$ cat src/rtl/pool4_seq.sv
// pool4_seq: steps a 4:1 window mux through its four positions, samples each
// selected value, and reduces the 2x2 window to one value by max or average.
// The result is held on a valid/ready output until the next stage takes it.
module pool4_seq #(
    parameter int N = 7
) (
    input  logic       clk,
    input  logic       rst_n,
    input  logic       start,
    input  logic       mode,
    output logic [1:0] sel,
    input  logic [N:0] mux_in,
    output logic       busy,
    output logic       out_valid,
    input  logic       out_ready,
    output logic [N:0] pool_out
);

    typedef enum logic [1:0] {IDLE, SCAN, DONE} state_t;

    state_t       state;
    logic         mode_q;
    logic [N+2:0] acc;
    logic [N:0]   maxr;
    logic [N+2:0] acc_nxt;
    logic [N:0]   max_nxt;

    // Running reductions including the sample on the current cycle; the
    // first window position overwrites max so nothing stale leaks in.
    always_comb begin
        acc_nxt = acc + {2'b00, mux_in};
        max_nxt = maxr;
        if (sel == 2'd0 || mux_in > maxr)
            max_nxt = mux_in;
    end

    // Control FSM with registered sel/busy/out_valid and the result register.
    always_ff @(posedge clk or negedge rst_n) begin
        if (!rst_n) begin
            state     <= IDLE;
            mode_q    <= 1'b0;
            acc       <= '0;
            maxr      <= '0;
            sel       <= 2'd0;
            busy      <= 1'b0;
            out_valid <= 1'b0;
            pool_out  <= '0;
        end else begin
            case (state)
                IDLE: begin
                    if (start) begin
                        mode_q <= mode;
                        acc    <= '0;
                        maxr   <= '0;
                        sel    <= 2'd0;
                        busy   <= 1'b1;
                        state  <= SCAN;
                    end
                end
                SCAN: begin
                    acc  <= acc_nxt;
                    maxr <= max_nxt;
                    if (sel == 2'd3) begin
                        // Average is floor(sum/4); sum fits in N+3 bits so the
                        // top N+1 bits are the exact truncated mean.
                        pool_out  <= mode_q ? acc_nxt[N+2:2] : max_nxt;
                        out_valid <= 1'b1;
                        sel       <= 2'd0;
                        state     <= DONE;
                    end else begin
                        sel <= sel + 2'd1;
                    end
                end
                DONE: begin
                    if (out_ready) begin
                        out_valid <= 1'b0;
                        if (start) begin
                            // Back-to-back: restart the scan without an IDLE bubble.
                            mode_q <= mode;
                            acc    <= '0;
                            maxr   <= '0;
                            sel    <= 2'd0;
                            state  <= SCAN;
                        end else begin
                            busy  <= 1'b0;
                            state <= IDLE;
                        end
                    end
                end
                default: begin
                    state     <= IDLE;
                    sel       <= 2'd0;
                    busy      <= 1'b0;
                    out_valid <= 1'b0;
                end
            endcase
        end
    end

endmodule

$ cat config.mk
export PLATFORM = sky130hd
export DESIGN_NAME = pool4_seq
export DESIGN_NICKNAME = d
export VERILOG_FILES = /design/src/rtl/pool4_seq.sv
export SDC_FILE = /design/constraint.sdc
export NUM_CORES = 1
export LEC_CHECK = 0
export ABC_AREA = 1
export CORE_MARGIN = 2
export CORE_UTILIZATION = 50
export CTS_CLUSTER_DIAMETER = 150
export CTS_CLUSTER_SIZE = 20
export DETAILED_ROUTE_END_ITERATION = 12
export PLACE_DENSITY = 0.75
export SLEW_MARGIN = 20
export SYNTH_ARGS = -nofsm -noshare
export SYNTH_HDL_FRONTEND = slang
export SYNTH_SLANG_ARGS = --single-unit
$ cat constraint.sdc
create_clock -name clk -period 1.7 [get_ports clk]
set_input_delay 0.34 -clock clk [delete_from_list [all_inputs] [get_ports clk]]
set_output_delay 0.34 -clock clk [all_outputs]
set_load 0.01 [all_outputs]
==> results.yml <==
clocking:
  ctsHoldBuffers: 0
  cts_sinks: 33
  clk-insertion-delay-late_ns: 0.30
  cts_tree: "done"
  h-tree-depth: 2
  cts_buffers: 5
  cts_root_buf: "clkbuf_8"
  clk_pin_slew_ns: 0.08
  cts_buffer_depth: 2
worst_setup_path:
  arrival_ns: 2.07
  worstSetupStartpointType: "flip-flop"
  crit_type: "flip-flop to flip-flop"
  required_ns: 1.90
  cp_max_fo: 8
  end_kind: "flip-flop"
final_layout:
  fill_cells: 241
  layout_commonest_cell: "nand2_1"
  final_cell_mix: "nand2_1, dfrtp_1, buf_4"
  finalNonFillerCells: 384
  antennaDiodeCount: 0
  drive_gt1_frac: 0.3862
  nets: 365
  stdcell_area_mm2: 0.003139
  syn_to_final_growth_pct: 49.43
synthesis:
  synth_compound_area_frac: 0.1185
  yosys-mux-area-fraction: 0
  syn-num-nets: 303
  synthCells: 271
  ys_warn_count: 0
  yosys.area.top_type: "dfrtp_1"
  avgSynthCellArea_um2: 7.752
  synth_fa_ha_area_frac: 0.1167
  netlist_area_mm2: 0.002101
  ys_seq_area_frac: 0.3931
  yosys.cell_types.count: 30
  yosys.area.top_type_share: 0.3931
  ys_seq_elements: 33
  synth-simple-area-share: 0.2901
  synth_xor_area_frac: 0.01668
  yosys-top-cells-area: "dfrtp_1, nand2_1, ha_1"
  synth_top_family_by_area: "simple AND/OR/NAND/NOR gates"
timing:
  fin_crit_sh: 1.100
  fmax_ghz: 0.5346
  setup_violations: 16
  final-hold-violation-count: 0
  rsz0062_at_grt: "yes"
  holdWs_ns: 0.4422
  finalMaxSlewViolations: 0
  skew_ns: 0.01569
  post-route-min-period_ns: 1.871
  worstMarginPinSlew_ns: 0.5425
  setup_ws_ns: -0.1706
  relSlewSlack: 0.6380
power:
  irDropWorstVdd_v: 0.0009567
  leakagePower_nw: 1.531
  powerDensity_mw_per_mm2: 2092
grt:
  grt_start_max_net_pins: 34
  grt_pass1_vias: 2065
  antenna_found_initial: 0
  grtUsageTotal: 0.2822
  grt_first_pass_wirelength_um: 9570
  grt-ovfl-total: 0
status:
  outcome: "finished with violations"
  violations: "negative setup slack"
job:
  cap_viol_max_count: 0
place:
  port_buffers: 24
  gp_congestion: 0.8679
  dp_hpwl_um: 3978
  dp_cells: 363
  pre_cts_ws_ns: -0.5546
  dpl-instance-area_mm2: 0.002554
detailed_routing:
  num_vias: 2259
  vias_per_cell: 5.883
  drt-initial-drc-count: 217
  wirelength_um: 7383
  ant_nets: 0
  dr.pass1.iters: 4
  drc: 0
  routedWlPerCell_um: 19.23
hold_path:
  hold_path_class: "input port to asynchronous set/reset pin"
die:
  fp-row-count: 23
  die-width_um: 68.82
  fp.dieH_um: 68.82
  core-area_mm2: 0.004029
  ios: 25
  die-area_mm2: 0.004736
  initial_core_util: 0.5214
[where the power goes]
| group | switching, W | leakage [nW] | internal, W |
|---|---|---|---|
| logic | 0.00252 | 1.08 | 0.00193 |
| registers | 0.000333 | 0.408 | 0.00118 |
| clock network | 0.000324 | 0.0450 | 0.000284 |
[stage by stage]
| stage | utilization | TNS (ns) | total power (W) |
|---|---|---|---|
| 3_3_place_gp | 0.6339 | -10.86 | 0.004425 |
| 2_1_floorplan | - | -0.005527 | 0.003348 |
| 5_1_grt | 0.7792 | -4.019 | 0.007042 |
| 4_1_cts | 0.6981 | -0.1861 | 0.005500 |
| 3_5_place_dp | 0.6339 | -11.23 | 0.004534 |
| 6_report | 0.7792 | -1.849 | 0.006568 |
[cell type report]
cell class / count / area (µm²) / share of cell area
clock buffers: 6 / 72.57 / 0.02312
clock inverters: 2 / 10.01 / 0.003189
inverters: 33 / 127.6 / 0.04065
multi-input cells: 202 / 1551 / 0.4942
flip-flops and latches: 33 / 825.8 / 0.2631
well taps: 50 / 62.56 / 0.01993
repair buffers: 58 / 489.2 / 0.1558
[critical path, cell delays in order (launching register included)]
cell	delay [ns]
dfrtp_1	0.39
inv_1	0.08
ha_1	0.24
nand2_2	0.08
inv_2	0.05
nand2_2	0.06
nand2_1	0.07
nand2_1	0.10
nand2_2	0.07
nand2_4	0.12
nand2_8	0.12
nand2_1	0.13
nand3_1	0.11
nand3_2	0.09
nand2_1	0.06
[logic make-up (layout without fill, tap and decap cells)]
group                      after synthesis  count (layout)
adders and majority gates               19              19
and+or+nand+nor                        137             137
DFF                                     33              33
xor gates and xnor gates                 4               4
buffers and inverters                   36              99
AOI/OAI and AO/OA                       42              42
[metal layers]
| metal | track usage | share of wire |
|---|---|---|
| met1 | 0.3521 | 0.38 |
| met4 | 0.1569 | 0.050 |
| met3 | 0.06656 | 0.067 |
| met2 | 0.4483 | 0.50 |
| met5 | 0 | 0 |
[path summary, 6_finish.rpt]
| path | startpoint | endpoint | slack (ns) | cells after the start |
|---|---|---|---|---|
| worst max-delay path | maxr[2] | pool_out[2] | -0.17 | 14 |
| min in group clk | pool_out[6] | pool_out[6] | 0.49 | 2 |
| worst max register to register | maxr[2] | pool_out[2] | -0.17 | 14 |
| worst min register to register | pool_out[6] | pool_out[6] | 0.49 | 2 |
| max in group asynchronous | rst_n | acc[7] | 0.91 | 2 |
| worst min-delay path | rst_n | pool_out[1] | 0.44 | 2 |
[sequential cells by signal (all words and copies together), names as in the netlist]
name	flops
acc	10
maxr	8
pool_out	8
sel	2
state	2
busy	1
mode_q	1
out_valid	1
[synth_stat cells]
cell / n
a21boi_0: 2
a21o_1: 3
a21oi_1: 11
a22o_1: 4
and2_0: 1
buf_2: 1
clkbuf_1: 2
clkinv_1: 1
dfrtp_1: 33
fa_1: 1
ha_1: 18
inv_1: 29
inv_2: 3
nand2_1: 80
nand2_2: 1
nand2_4: 2
nand3_1: 34
nand4_1: 3
nor2_1: 9
nor2_4: 1
nor3_1: 1
nor3_2: 1
o21ai_0: 13
o21ai_1: 4
o21ai_2: 1
o21bai_1: 2
o22ai_1: 2
or2_2: 4
xnor2_1: 1
xor2_1: 3
[timing repair]
item	in CTS	in global routing
setup buffers	1	12
cloned	0	0
pin swaps	17	32
endpoints found under the setup margin	24	20
gates resized for setup	43	61
Note: power is estimated with default switching activity, not from simulation.
